**src/rtl/bar_regs_pkg.sv**
```systemverilog
// Shared types for the BAR register slave: response codes, FSM states, byte-merge helper.
// Optional per-register write pulses are enabled in the top by BAR_REGS_WR_PULSE_EN.
package bar_regs_pkg;

  localparam int BAR_DW = 32;
  localparam int BAR_AW = 32;

  typedef enum logic [1:0] {
    RESP_OKAY   = 2'b00,
    RESP_SLVERR = 2'b10
  } resp_t;

  typedef enum logic {W_IDLE, W_RESP} wr_state_t;
  typedef enum logic {R_IDLE, R_DATA} rd_state_t;

  function automatic logic [31:0] strb_merge(input logic [31:0] old_w,
                                             input logic [31:0] new_w,
                                             input logic [3:0]  strb);
    logic [31:0] r;
    r = old_w;
    for (int i = 0; i < 4; i++) begin
      if (strb[i]) r[8*i +: 8] = new_w[8*i +: 8];
    end
    return r;
  endfunction

endpackage

```
**src/rtl/axi4_lite_if.sv**
```systemverilog
// AXI4-Lite channel bundle; modport m drives requests, modport s answers them.
// Carries no clock or reset, those travel alongside as plain ports.
interface axi4_lite_if #(
  parameter int DW = 32,
  parameter int AW = 32
);

  logic            awvalid;
  logic            awready;
  logic [AW-1:0]   awaddr;
  logic [2:0]      awprot;
  logic            wvalid;
  logic            wready;
  logic [DW-1:0]   wdata;
  logic [DW/8-1:0] wstrb;
  logic            bvalid;
  logic            bready;
  logic [1:0]      bresp;
  logic            arvalid;
  logic            arready;
  logic [AW-1:0]   araddr;
  logic [2:0]      arprot;
  logic            rvalid;
  logic            rready;
  logic [DW-1:0]   rdata;
  logic [1:0]      rresp;

  modport m (
    output awvalid, awaddr, awprot, wvalid, wdata, wstrb, bready,
           arvalid, araddr, arprot, rready,
    input  awready, wready, bvalid, bresp, arready, rvalid, rdata, rresp
  );

  modport s (
    input  awvalid, awaddr, awprot, wvalid, wdata, wstrb, bready,
           arvalid, araddr, arprot, rready,
    output awready, wready, bvalid, bresp, arready, rvalid, rdata, rresp
  );

endinterface

```
**src/rtl/bar_regs_slave.sv**
```systemverilog
// AXI4-Lite BAR responder over N_CTRL RW control and N_STAT RO status words; BAR_REGS_WR_PULSE_EN adds wr_pulse_o.
// Latency: B and R valid one cycle after the commit / AR handshake; one write and one read per 2 cycles.
// Backpressure: B and R are held until bready/rready; readies stay low while a response is outstanding.
module bar_regs_slave
  import bar_regs_pkg::*;
#(
  parameter int          N_CTRL   = 8,
  parameter int          N_STAT   = 8,
  parameter logic [31:0] CTRL_RST = 32'h0
) (
  input  logic                     bar_clk,
  input  logic                     bar_reset,
  axi4_lite_if.s                   s,
  input  logic [N_STAT-1:0][31:0]  stat_i,
`ifdef BAR_REGS_WR_PULSE_EN
  output logic [N_CTRL-1:0][31:0]  ctrl_o,
  output logic [N_CTRL-1:0]        wr_pulse_o
`else
  output logic [N_CTRL-1:0][31:0]  ctrl_o
`endif
);

  localparam int N_REGS = N_CTRL + N_STAT;

  wr_state_t   wr_state;
  rd_state_t   rd_state;

  logic        aw_held;
  logic        w_held;
  logic [31:0] aw_idx_q;
  logic [31:0] w_data_q;
  logic [3:0]  w_strb_q;

  logic        aw_hs;
  logic        w_hs;
  logic        have_aw;
  logic        have_w;
  logic [31:0] wr_idx;
  logic [31:0] wr_data;
  logic [3:0]  wr_strb;

  logic [31:0] ar_idx;
  logic [31:0] rd_val;
  logic        rd_err;

  logic        unused_bits;
  assign unused_bits = ^{s.awprot, s.arprot, s.awaddr[1:0], s.araddr[1:0]};

  // Write side: the word used at commit comes from this cycle's handshake or from what is already held.
  always_comb begin
    aw_hs   = s.awvalid && s.awready;
    w_hs    = s.wvalid && s.wready;
    have_aw = aw_held || aw_hs;
    have_w  = w_held || w_hs;
    wr_idx  = aw_hs ? 32'(s.awaddr[BAR_AW-1:2]) : aw_idx_q;
    wr_data = w_hs ? s.wdata : w_data_q;
    wr_strb = w_hs ? s.wstrb : w_strb_q;
  end

  always_comb begin
    ar_idx = 32'(s.araddr[BAR_AW-1:2]);
    rd_val = 32'h0;
    rd_err = 1'b1;
    for (int k = 0; k < N_CTRL; k++) begin
      if (ar_idx == 32'(k)) begin
        rd_val = ctrl_o[k];
        rd_err = 1'b0;
      end
    end
    for (int k = 0; k < N_STAT; k++) begin
      if (ar_idx == 32'(N_CTRL + k)) begin
        rd_val = stat_i[k];
        rd_err = 1'b0;
      end
    end
  end

  always_ff @(posedge bar_clk) begin
    if (bar_reset) begin
      wr_state  <= W_IDLE;
      s.awready <= 1'b0;
      s.wready  <= 1'b0;
      s.bvalid  <= 1'b0;
      s.bresp   <= 2'b00;
      aw_held   <= 1'b0;
      w_held    <= 1'b0;
      aw_idx_q  <= 32'h0;
      w_data_q  <= 32'h0;
      w_strb_q  <= 4'h0;
      ctrl_o    <= {N_CTRL{CTRL_RST}};
`ifdef BAR_REGS_WR_PULSE_EN
      wr_pulse_o <= '0;
`endif
    end else begin
`ifdef BAR_REGS_WR_PULSE_EN
      wr_pulse_o <= '0;
`endif
      case (wr_state)
        W_IDLE: begin
          if (have_aw && have_w) begin
            for (int k = 0; k < N_CTRL; k++) begin
              if (wr_idx == 32'(k)) begin
                ctrl_o[k] <= strb_merge(ctrl_o[k], wr_data, wr_strb);
`ifdef BAR_REGS_WR_PULSE_EN
                wr_pulse_o[k] <= (wr_strb != 4'h0);
`endif
              end
            end
            s.bresp   <= (wr_idx < 32'(N_REGS)) ? RESP_OKAY : RESP_SLVERR;
            s.bvalid  <= 1'b1;
            s.awready <= 1'b0;
            s.wready  <= 1'b0;
            aw_held   <= 1'b0;
            w_held    <= 1'b0;
            wr_state  <= W_RESP;
          end else begin
            if (aw_hs) begin
              aw_held  <= 1'b1;
              aw_idx_q <= wr_idx;
            end
            if (w_hs) begin
              w_held   <= 1'b1;
              w_data_q <= s.wdata;
              w_strb_q <= s.wstrb;
            end
            s.awready <= !have_aw;
            s.wready  <= !have_w;
          end
        end
        W_RESP: begin
          if (s.bready) begin
            s.bvalid  <= 1'b0;
            s.awready <= 1'b1;
            s.wready  <= 1'b1;
            wr_state  <= W_IDLE;
          end
        end
        default: wr_state <= W_IDLE;
      endcase
    end
  end

  // Read side samples ctrl_o before any same-edge write lands, so a colliding read sees the old word.
  always_ff @(posedge bar_clk) begin
    if (bar_reset) begin
      rd_state  <= R_IDLE;
      s.arready <= 1'b0;
      s.rvalid  <= 1'b0;
      s.rdata   <= 32'h0;
      s.rresp   <= 2'b00;
    end else begin
      case (rd_state)
        R_IDLE: begin
          if (s.arvalid && s.arready) begin
            s.rdata   <= rd_val;
            s.rresp   <= rd_err ? RESP_SLVERR : RESP_OKAY;
            s.rvalid  <= 1'b1;
            s.arready <= 1'b0;
            rd_state  <= R_DATA;
          end else begin
            s.arready <= 1'b1;
          end
        end
        R_DATA: begin
          if (s.rready) begin
            s.rvalid  <= 1'b0;
            s.arready <= 1'b1;
            rd_state  <= R_IDLE;
          end
        end
        default: rd_state <= R_IDLE;
      endcase
    end
  end

endmodule
```
**src/flat_wrapper.sv**
```systemverilog
// flat-port wrapper written by rule: the top's interface ports become plain ports
module bar_regs_slave_flat import bar_regs_pkg::*;
#(
  parameter int          N_CTRL   = 8,
  parameter int          N_STAT   = 8,
  parameter logic [31:0] CTRL_RST = 32'h0
)
  (bar_clk, bar_reset, stat_i, ctrl_o, s_awvalid, s_awaddr, s_awprot, s_wvalid, s_wdata, s_wstrb, s_bready, s_arvalid, s_araddr, s_arprot, s_rready, s_awready, s_wready, s_bvalid, s_bresp, s_arready, s_rvalid, s_rdata, s_rresp);
  axi4_lite_if s_i ();
  input  logic bar_clk;
  input  logic bar_reset;
  input  logic [N_STAT-1:0][31:0] stat_i;
  output logic [N_CTRL-1:0][31:0] ctrl_o;
  input wire logic [$bits(s_i.awvalid)-1:0] s_awvalid;
  input wire logic [$bits(s_i.awaddr)-1:0] s_awaddr;
  input wire logic [$bits(s_i.awprot)-1:0] s_awprot;
  input wire logic [$bits(s_i.wvalid)-1:0] s_wvalid;
  input wire logic [$bits(s_i.wdata)-1:0] s_wdata;
  input wire logic [$bits(s_i.wstrb)-1:0] s_wstrb;
  input wire logic [$bits(s_i.bready)-1:0] s_bready;
  input wire logic [$bits(s_i.arvalid)-1:0] s_arvalid;
  input wire logic [$bits(s_i.araddr)-1:0] s_araddr;
  input wire logic [$bits(s_i.arprot)-1:0] s_arprot;
  input wire logic [$bits(s_i.rready)-1:0] s_rready;
  output wire logic [$bits(s_i.awready)-1:0] s_awready;
  output wire logic [$bits(s_i.wready)-1:0] s_wready;
  output wire logic [$bits(s_i.bvalid)-1:0] s_bvalid;
  output wire logic [$bits(s_i.bresp)-1:0] s_bresp;
  output wire logic [$bits(s_i.arready)-1:0] s_arready;
  output wire logic [$bits(s_i.rvalid)-1:0] s_rvalid;
  output wire logic [$bits(s_i.rdata)-1:0] s_rdata;
  output wire logic [$bits(s_i.rresp)-1:0] s_rresp;
  assign s_i.awvalid = s_awvalid;
  assign s_i.awaddr = s_awaddr;
  assign s_i.awprot = s_awprot;
  assign s_i.wvalid = s_wvalid;
  assign s_i.wdata = s_wdata;
  assign s_i.wstrb = s_wstrb;
  assign s_i.bready = s_bready;
  assign s_i.arvalid = s_arvalid;
  assign s_i.araddr = s_araddr;
  assign s_i.arprot = s_arprot;
  assign s_i.rready = s_rready;
  assign s_awready = s_i.awready;
  assign s_wready = s_i.wready;
  assign s_bvalid = s_i.bvalid;
  assign s_bresp = s_i.bresp;
  assign s_arready = s_i.arready;
  assign s_rvalid = s_i.rvalid;
  assign s_rdata = s_i.rdata;
  assign s_rresp = s_i.rresp;
  bar_regs_slave #(.N_CTRL(N_CTRL), .N_STAT(N_STAT), .CTRL_RST(CTRL_RST)) u_core (.bar_clk(bar_clk), .bar_reset(bar_reset), .s(s_i), .stat_i(stat_i), .ctrl_o(ctrl_o));
endmodule
```
**config.mk**
```make
export PLATFORM = sky130hd
export DESIGN_NAME = bar_regs_slave_flat
export DESIGN_NICKNAME = d
export VERILOG_FILES = /design/src/rtl/bar_regs_pkg.sv /design/src/rtl/axi4_lite_if.sv /design/src/rtl/bar_regs_slave.sv /design/src/flat_wrapper.sv
export SDC_FILE = /design/constraint.sdc
export NUM_CORES = 1
export LEC_CHECK = 0
export ABC_AREA = 1
export BUFFER_PORTS_ARGS = -buffer_cell sky130_fd_sc_hd__buf_2
export CAP_MARGIN = 20
export CORE_AREA = 2 2 256 258
export DETAILED_ROUTE_END_ITERATION = 8
export DIE_AREA = 0 0 258 260
export GPL_TIMING_DRIVEN = 0
export SLEW_MARGIN = 0
export SYNTH_ARGS = -nofsm -noshare
export SYNTH_HDL_FRONTEND = slang
export SYNTH_SLANG_ARGS = --single-unit
```
**constraint.sdc**
```tcl
create_clock -name bar_clk -period 3.3 [get_ports bar_clk]
set_input_delay 0 -clock bar_clk [delete_from_list [all_inputs] [get_ports bar_clk]]
set_output_delay 0 -clock bar_clk [all_outputs]
set_load 0.02 [all_outputs]
```
==> metrics.txt, run 1 <==
# TYPE chip_impl_metric gauge
chip_impl_metric{name="viasPerCell",unit=""} 5.07
chip_impl_metric{name="grt.total_usage",unit=""} 0.317
chip_impl_metric{name="hold_violation_count_in_the_final_report",unit=""} 0
chip_impl_info{name="cts_root_buf",value="clkbuf_16"} 1
chip_impl_metric{name="finalWirelength",unit="mm"} 112
chip_impl_info{name="tritoncts_clock_tree",value="built"} 1
chip_impl_metric{name="number_of_global_route_vias_before_repair",unit=""} 21700
chip_impl_metric{name="synthesis.area_per_instance",unit="µm²"} 6.47
chip_impl_metric{name="critical_path_required",unit="ns"} 3.82
chip_impl_metric{name="p_int",unit="µW"} 7840
chip_impl_info{name="most_common_library_cell_in_the_layout_ignoring_fill_and_taps",value="buf_2"} 1
chip_impl_metric{name="grt-ovfl-total",unit=""} 0
chip_impl_metric{name="synth_mux_area_frac",unit=""} 0.00214
chip_impl_metric{name="min_period",unit="ns"} 3.15
chip_impl_metric{name="routed_wire_length_per_instance",unit="µm"} 24.1
chip_impl_metric{name="cts_buffers",unit=""} 44
chip_impl_metric{name="max_cap_violations",unit=""} 0
chip_impl_metric{name="pins_over_their_slew_limit",unit=""} 0
chip_impl_metric{name="grt_pass1_wl",unit="mm"} 153
chip_impl_metric{name="syn_area",unit="µm²"} 18700
chip_impl_metric{name="nets",unit=""} 4090
chip_impl_metric{name="yosys_warnings",unit=""} 0
chip_impl_metric{name="worst_setup_hold_path_clk_slew",unit="ns"} 0.06
chip_impl_metric{name="initial_core_util",unit=""} 0.292
chip_impl_metric{name="seq_area_frac_synth",unit=""} 0.393
chip_impl_metric{name="insertion_delay",unit="ns"} 0.60
chip_impl_metric{name="grt_start_max_net_pins",unit=""} 13
chip_impl_metric{name="fraction_of_power_consumed_by_sequential_logic",unit=""} 0.421
chip_impl_metric{name="post-route-worst-setup-slack",unit="ns"} 0.149
chip_impl_metric{name="fin_total_pwr",unit="µW"} 10900
chip_impl_metric{name="yosys.area_share.simple",unit=""} 0.261
chip_impl_metric{name="fp.coreArea",unit="µm²"} 64100
chip_impl_metric{name="pwr_density_cell",unit="nW/µm²"} 421
chip_impl_info{name="status",value="finished clean"} 1
chip_impl_metric{name="die_height",unit="µm"} 260
chip_impl_info{name="synthTopCellsByArea",value="dfxtp_1, nand2_1, o21ai_0, inv_1, a21oi_1"} 1
chip_impl_metric{name="i_o_buffers",unit=""} 652
chip_impl_info{name="netlist.top_cell.by_area",value="dfxtp_1"} 1
chip_impl_metric{name="count_of_mapped_cells_out_of_synthesis",unit=""} 2890
chip_impl_metric{name="drtPass1Iterations",unit=""} 6
chip_impl_metric{name="placer_congestion_estimate",unit=""} 1.06
chip_impl_metric{name="dp.final_hpwl",unit="mm"} 92.6
chip_impl_metric{name="utilization",unit=""} 0.404
chip_impl_metric{name="power.static_leakage",unit="µW"} 0.0118
chip_impl_metric{name="place_worst_setup_slack",unit="ns"} -0.136
chip_impl_metric{name="synth_xor_xnor_area_share",unit=""} 0
chip_impl_info{name="setup.worst_path.start_class",value="primary input"} 1
chip_impl_metric{name="finalCritPeriodShare",unit=""} 0.955
chip_impl_metric{name="floorplan.io_pins",unit=""} 666
chip_impl_metric{name="switching_share",unit=""} 0.282
chip_impl_metric{name="finalInstanceArea",unit="µm²"} 25900
chip_impl_metric{name="fmax",unit="MHz"} 317
chip_impl_metric{name="proportion_of_synthesized_flip_flops_having_asynchronous_set_or_reset",unit=""} 0
chip_impl_metric{name="timing.critical_path.fanout_max",unit=""} 10
chip_impl_metric{name="totalNegativeSetupSlack",unit="ns"} 0
chip_impl_metric{name="worst-slew-pin-transition",unit="ns"} 1.13
chip_impl_metric{name="netSwitchingPower",unit="µW"} 3080
chip_impl_metric{name="cts_sinks",unit=""} 367
chip_impl_metric{name="dieArea",unit="µm²"} 67100
chip_impl_metric{name="rows",unit=""} 93
chip_impl_metric{name="initialDrtViolationCount",unit=""} 2423
chip_impl_metric{name="synth-seq-cells",unit=""} 367
chip_impl_metric{name="synthDominantCellAreaShare",unit=""} 0.393
chip_impl_info{name="worst_setup_path_end_kind",value="flop"} 1
chip_impl_metric{name="finalSetupViolations",unit=""} 0
chip_impl_metric{name="placedInstanceArea",unit="µm²"} 23000
chip_impl_metric{name="clockPowerShare",unit=""} 0.453
chip_impl_info{name="hold_path.class",value="primary input to flop"} 1
chip_impl_metric{name="final_antenna_net_count",unit=""} 0
chip_impl_metric{name="drcViolationCount",unit=""} 0
chip_impl_metric{name="synth_compound_gate_area_share",unit=""} 0.216
chip_impl_info{name="dominant_combinational_cell_family_by_area_after_synthesis",value="simple AND/OR/NAND/NOR gates"} 1
chip_impl_metric{name="clk_path_buf_depth",unit=""} 3
chip_impl_metric{name="fraction_of_layout_instances_using_a_drive_strength_above_1",unit=""} 0.219
chip_impl_metric{name="antenna_found_initial",unit=""} 37
chip_impl_info{name="rsz0062_at_grt",value="true"} 1
chip_impl_metric{name="fp.dieW",unit="µm"} 258
chip_impl_metric{name="layout-area-overhead-vs-synth",unit="%"} 38.6
chip_impl_info{name="ys.flop_type",value="dfxtp_1"} 1
chip_impl_info{name="setup.worst_path.class",value="primary input to flop"} 1
chip_impl_info{name="layout.cells.most_common_list",value="buf_2, nand2_1, inv_1"} 1
chip_impl_metric{name="ir_drop",unit="mV"} 0.348
chip_impl_metric{name="critPathArrivalTime",unit="ns"} 3.67
chip_impl_metric{name="synth-edff-count",unit=""} 0
chip_impl_metric{name="max-slew-margin-rel",unit=""} 0.243
chip_impl_metric{name="detailroute.via_count",unit=""} 23500
chip_impl_metric{name="yosys.cell_types.count",unit=""} 35
chip_impl_metric{name="power_frac_comb",unit=""} 0.126
chip_impl_metric{name="worst_clock_skew",unit="ns"} 0.0255
chip_impl_metric{name="synth-adder-area-share",unit=""} 0
chip_impl_metric{name="cts.htree.levels",unit=""} 2
power groups by stage:
stage | clock network, µW | logic [µW] | registers, µW
floorplan | 0 | 617 | 4700
global placement | 0 | 1230 | 4690
detailed placement | 0 | 1240 | 4690
CTS | 4980 | 1350 | 4600
global route | 5140 | 1490 | 4610
finish | 4950 | 1380 | 4600
worst max-delay path, cell delays in order:
cell and delay [ns]:
buf_2 0.09, inv_1 0.05, nand2_1 0.06, nor2_2 0.26
buf_2 0.27, nand2_1 0.34, nor2_1 0.51, buf_2 0.35
nand3_1 0.12, nand4_1 0.17, nor2_1 0.09, nand4_1 0.23
nor2_1 0.07, nand4_1 0.07, nor2_1 0.06, nand4_1 0.08
dlygate4sd3_1 0.57, nand2_1 0.10, a21oi_1 0.16
sequential cells by signal (all words and copies together) (netlist names), 4 cells and up:
signal / count
u_core.w_data_q: 32
u_core.ctrl_o: 256
u_core.w_strb_q: 4
u_core.aw_idx_q: 32
u_core.s.rdata: 32
metal layers:
metal / up-vias / GRT usage / share of wire
met5: - / 0 / 0.00055
met4: 10 / 0.158 / 0.051
met3: 224 / 0.0893 / 0.091
met2: 1094 / 0.560 / 0.49
met1: 11000 / 0.348 / 0.37
li1: 11100 / - / -
cell usage after synthesis, types with 2 or more instances:
| library cell | count |
|---|---|
| a211oi_1 | 36 |
| a21oi_1 | 319 |
| a31oi_1 | 26 |
| a32o_1 | 2 |
| buf_1 | 7 |
| buf_2 | 41 |
| buf_4 | 6 |
| buf_6 | 3 |
| clkbuf_1 | 110 |
| clkinv_1 | 4 |
| dfxtp_1 | 367 |
| inv_1 | 439 |
| inv_2 | 3 |
| mux2i_1 | 4 |
| nand2_1 | 538 |
| nand2_2 | 8 |
| nand3_1 | 153 |
| nand3_2 | 3 |
| nand4_1 | 116 |
| nor2_1 | 261 |
| nor2_2 | 3 |
| nor3_1 | 26 |
| nor3_2 | 3 |
| nor3_4 | 2 |
| nor4_1 | 3 |
| o21ai_0 | 370 |
| o21ai_1 | 23 |
| or2_2 | 7 |
logic make-up (layout without fill, tap and decap cells):
family	count (synthesis)	after routing
buffers and inverters	613	1472
AND/OR/NAND/NOR	1127	1127
flip-flops	367	367
other	1	34
AO/OA/AOI/OAI	778	778
multiplexers	4	4
per-stage QoR:
step	cells	hold WS, ns
6_report	4637	0.0215
5_1_grt	4632	0.0960
4_1_cts	4604	0.00375
3_5_place_dp	4399	0.213
3_3_place_gp	4398	0.211
2_1_floorplan	2891	0.0992
layout make-up:
cell class	count	area, µm²
antenna	32	80.1
inverter	446	1680
multi-input combinational	1911	9020
fill	7105	38200
sequential	367	7350
timing repair buffer	784	4590
buffer	167	734
clock buffer	60	1220
clock inverter	15	190
tap	855	1070
path summary, 6_finish.rpt:
| path | from | end | slack (ns) | cells after the start |
|---|---|---|---|---|
| min | s_awaddr[4] | u_core.aw_idx_q[2] | 0.02 | 5 |
| min reg2reg | u_core.aw_idx_q[30] | u_core.aw_idx_q[30] | 0.44 | 2 |
| max reg2reg | u_core.s.awready | u_core.ctrl_o[157] | 0.18 | 10 |
| max | s_araddr[7] | u_core.s.rdata[19] | 0.15 | 19 |
what timing repair did:
action | 4_1_cts | 5_1_grt
endpoints found under the setup margin | 0 | 99
resized for setup | 0 | 33
endpoints found under the hold margin | 101 | 0
hold buffers | 130 | 0
setup buffers | 0 | 1
Note: power is estimated with default switching activity, not from simulation.
==> run 2: changes to the inputs <==
Settings changed: CAP_MARGIN 20 to 10, PLACE_DENSITY from default to 0.59.
==> metrics.txt, run 2 (synthesized netlist as in run 1, its figures left out) <==
# TYPE chip_impl_metric gauge
chip_impl_info{name="status",value="finished clean"} 1
chip_impl_metric{name="cts_sinks",unit=""} 367
chip_impl_metric{name="clockPowerShare",unit=""} 0.454
chip_impl_metric{name="i_o_buffers",unit=""} 652
chip_impl_info{name="layout.cells.most_common_list",value="buf_2, nand2_1, inv_1"} 1
chip_impl_metric{name="fp.coreArea",unit="µm²"} 64100
chip_impl_metric{name="dp.final_hpwl",unit="mm"} 92.8
chip_impl_metric{name="layout-area-overhead-vs-synth",unit="%"} 38.6
chip_impl_info{name="most_common_library_cell_in_the_layout_ignoring_fill_and_taps",value="buf_2"} 1
chip_impl_metric{name="grt.total_usage",unit=""} 0.317
chip_impl_metric{name="grt_start_max_net_pins",unit=""} 14
chip_impl_metric{name="min_period",unit="ns"} 3.20
chip_impl_metric{name="netSwitchingPower",unit="µW"} 3120
chip_impl_metric{name="post-route-worst-setup-slack",unit="ns"} 0.103
chip_impl_metric{name="hold_violation_count_in_the_final_report",unit=""} 0
chip_impl_metric{name="number_of_global_route_vias_before_repair",unit=""} 21400
chip_impl_metric{name="initialDrtViolationCount",unit=""} 2175
chip_impl_metric{name="detailroute.via_count",unit=""} 23400
chip_impl_metric{name="setup_slack_reg_to_reg",unit="ns"} 0.10
chip_impl_metric{name="nets",unit=""} 4090
chip_impl_metric{name="largest_register_ffs",unit=""} 256
chip_impl_metric{name="drtPass1Iterations",unit=""} 6
chip_impl_metric{name="power_frac_comb",unit=""} 0.127
chip_impl_info{name="regToRegStartpoint",value="u_core.s.awready"} 1
chip_impl_info{name="cts_root_buf",value="clkbuf_16"} 1
chip_impl_info{name="setup.worst_path.start_class",value="flop"} 1
chip_impl_metric{name="critPathArrivalTime",unit="ns"} 3.68
chip_impl_metric{name="dieArea",unit="µm²"} 67100
chip_impl_metric{name="cts.htree.levels",unit=""} 2
chip_impl_metric{name="timing.critical_path.fanout_max",unit=""} 10
chip_impl_metric{name="rows",unit=""} 93
chip_impl_metric{name="die_height",unit="µm"} 260
chip_impl_metric{name="routed_wire_length_per_instance",unit="µm"} 24.2
chip_impl_metric{name="max_cap_violations",unit=""} 0
chip_impl_metric{name="worst-slew-pin-transition",unit="ns"} 1.25
chip_impl_info{name="setup.worst_path.class",value="flop to flop"} 1
chip_impl_metric{name="floorplan.io_pins",unit=""} 666
chip_impl_metric{name="fraction_of_layout_instances_using_a_drive_strength_above_1",unit=""} 0.217
chip_impl_metric{name="timing.reg2reg.worst_path_depth",unit=""} 13
chip_impl_metric{name="worst_clock_skew",unit="ns"} 0.0496
chip_impl_metric{name="initial_core_util",unit=""} 0.292
chip_impl_metric{name="place_worst_setup_slack",unit="ns"} -0.199
chip_impl_metric{name="switching_share",unit=""} 0.284
chip_impl_metric{name="clk_path_buf_depth",unit=""} 3
chip_impl_info{name="worst_setup_path_end_kind",value="flop"} 1
chip_impl_metric{name="max-slew-margin-rel",unit=""} 0.161
chip_impl_metric{name="placer_congestion_estimate",unit=""} 1.01
chip_impl_metric{name="antenna_found_initial",unit=""} 24
chip_impl_metric{name="grt_pass1_wl",unit="mm"} 153
chip_impl_metric{name="ir_drop",unit="mV"} 0.410
chip_impl_info{name="rsz0062_at_grt",value="true"} 1
chip_impl_metric{name="insertion_delay",unit="ns"} 0.62
chip_impl_info{name="worstSetupEndpoint",value="u_core.ctrl_o[77]"} 1
chip_impl_metric{name="pins_over_their_slew_limit",unit=""} 0
chip_impl_metric{name="worst_setup_hold_path_clk_slew",unit="ns"} 0.06
chip_impl_metric{name="finalWirelength",unit="mm"} 112
chip_impl_info{name="largest_register",value="u_core.ctrl_o"} 1
chip_impl_metric{name="critical_path_required",unit="ns"} 3.78
chip_impl_metric{name="cts_buffers",unit=""} 44
chip_impl_metric{name="fp.dieW",unit="µm"} 258
chip_impl_metric{name="grt-ovfl-total",unit=""} 0
chip_impl_info{name="tritoncts_clock_tree",value="built"} 1
chip_impl_metric{name="fraction_of_power_consumed_by_sequential_logic",unit=""} 0.419
chip_impl_metric{name="drcViolationCount",unit=""} 0
chip_impl_metric{name="power.static_leakage",unit="µW"} 0.0118
chip_impl_info{name="hold_path.class",value="primary input to flop"} 1
chip_impl_metric{name="final_antenna_net_count",unit=""} 0
chip_impl_metric{name="finalCritPeriodShare",unit=""} 0.969
chip_impl_metric{name="viasPerCell",unit=""} 5.05
chip_impl_metric{name="pwr_density_cell",unit="nW/µm²"} 424
chip_impl_metric{name="totalNegativeSetupSlack",unit="ns"} 0
chip_impl_metric{name="finalSetupViolations",unit=""} 0
chip_impl_info{name="startpoint",value="u_core.s.awready"} 1
chip_impl_metric{name="p_int",unit="µW"} 7860
chip_impl_metric{name="timing.hold.ws",unit="ns"} 0.0151
chip_impl_metric{name="fmax",unit="MHz"} 313
chip_impl_info{name="r2r-end",value="u_core.ctrl_o[77]"} 1
## run 2: cell types whose count changed in the layout (fill, tap and decap cells not counted), moves of 3 or more
cell,change
clkbuf_8,+3
buf_2,-4
diode_2,-16
clkbuf_1,+3
## run 2: critical path: stages, from the launching register on
cell	delay (ns)
dfxtp_1	0.37
nand2_2	0.12
buf_2	0.20
o21ai_0	0.25
nand4_1	0.17
nor4_1	0.42
nand2_1	0.17
inv_2	0.11
buf_6	0.18
buf_6	0.19
nand3_1	0.32
buf_2	0.34
o21ai_0	0.16
a21oi_1	0.05
## run 2: routing by layer
metal	wire (µm)	GRT usage	share of wire
met4	5500	0.148	0.049
met3	9870	0.0900	0.088
met5	26	0	0.00023
met2	55300	0.564	0.49
met1	41400	0.347	0.37
## run 2: how the worst min path moves through the flow
stage	from	end	slack (ns)	cells past startpoint
after floorplan	s_rready	u_core.s.rvalid	0.1	1
after global placement	s_rready	u_core.s.rvalid	0.21	2
after detailed placement	s_rready	u_core.s.rvalid	0.22	2
after CTS	s_wvalid	u_core.w_strb_q[3]	0.002	4
after global routing	stat_i[111]	u_core.s.rdata[15]	0.05	7
final	s_wvalid	u_core.w_strb_q[3]	0.02	4
## run 2: power by group through the flow
stage               clock network, µW  registers, µW  logic (µW)
floorplan                           0           4700         617
global placement                    0           4690        1250
detailed placement                  0           4690        1260
CTS                              5020           4600        1370
global route                     5190           4610        1500
finish                           4990           4600        1390
## run 2: cell type report
type | count | area [µm²]
Fill cell | 7129 | 38200
Clock buffer | 65 | 1270
Multi-Input combinational cell | 1911 | 9000
Antenna cell | 16 | 40.0
Clock inverter | 14 | 185
Buffer | 166 | 732
Timing Repair Buffer | 785 | 4600
Sequential cell | 367 | 7350
Inverter | 446 | 1670
Tap cell | 855 | 1070
## run 2: what timing repair did
| item | in CTS | in global routing |
|---|---|---|
| endpoints found under the setup margin | 0 | 46 |
| hold buffers | 131 | 0 |
| gates resized for setup | 0 | 27 |
| hold endpoints to repair | 102 | 0 |
| buffers inserted | 0 | 1 |
## run 2: metrics by stage
step           cell area, µm²   util  cells  total power, µW
4_1_cts                 25800  0.403   4609            11000
6_report                25900  0.404   4625            11000
2_1_floorplan           18700      -   2891             5310
5_1_grt                 25900  0.404   4622            11300
3_3_place_gp            23000  0.359   4398             5940
3_5_place_dp            23000  0.359   4399             5960
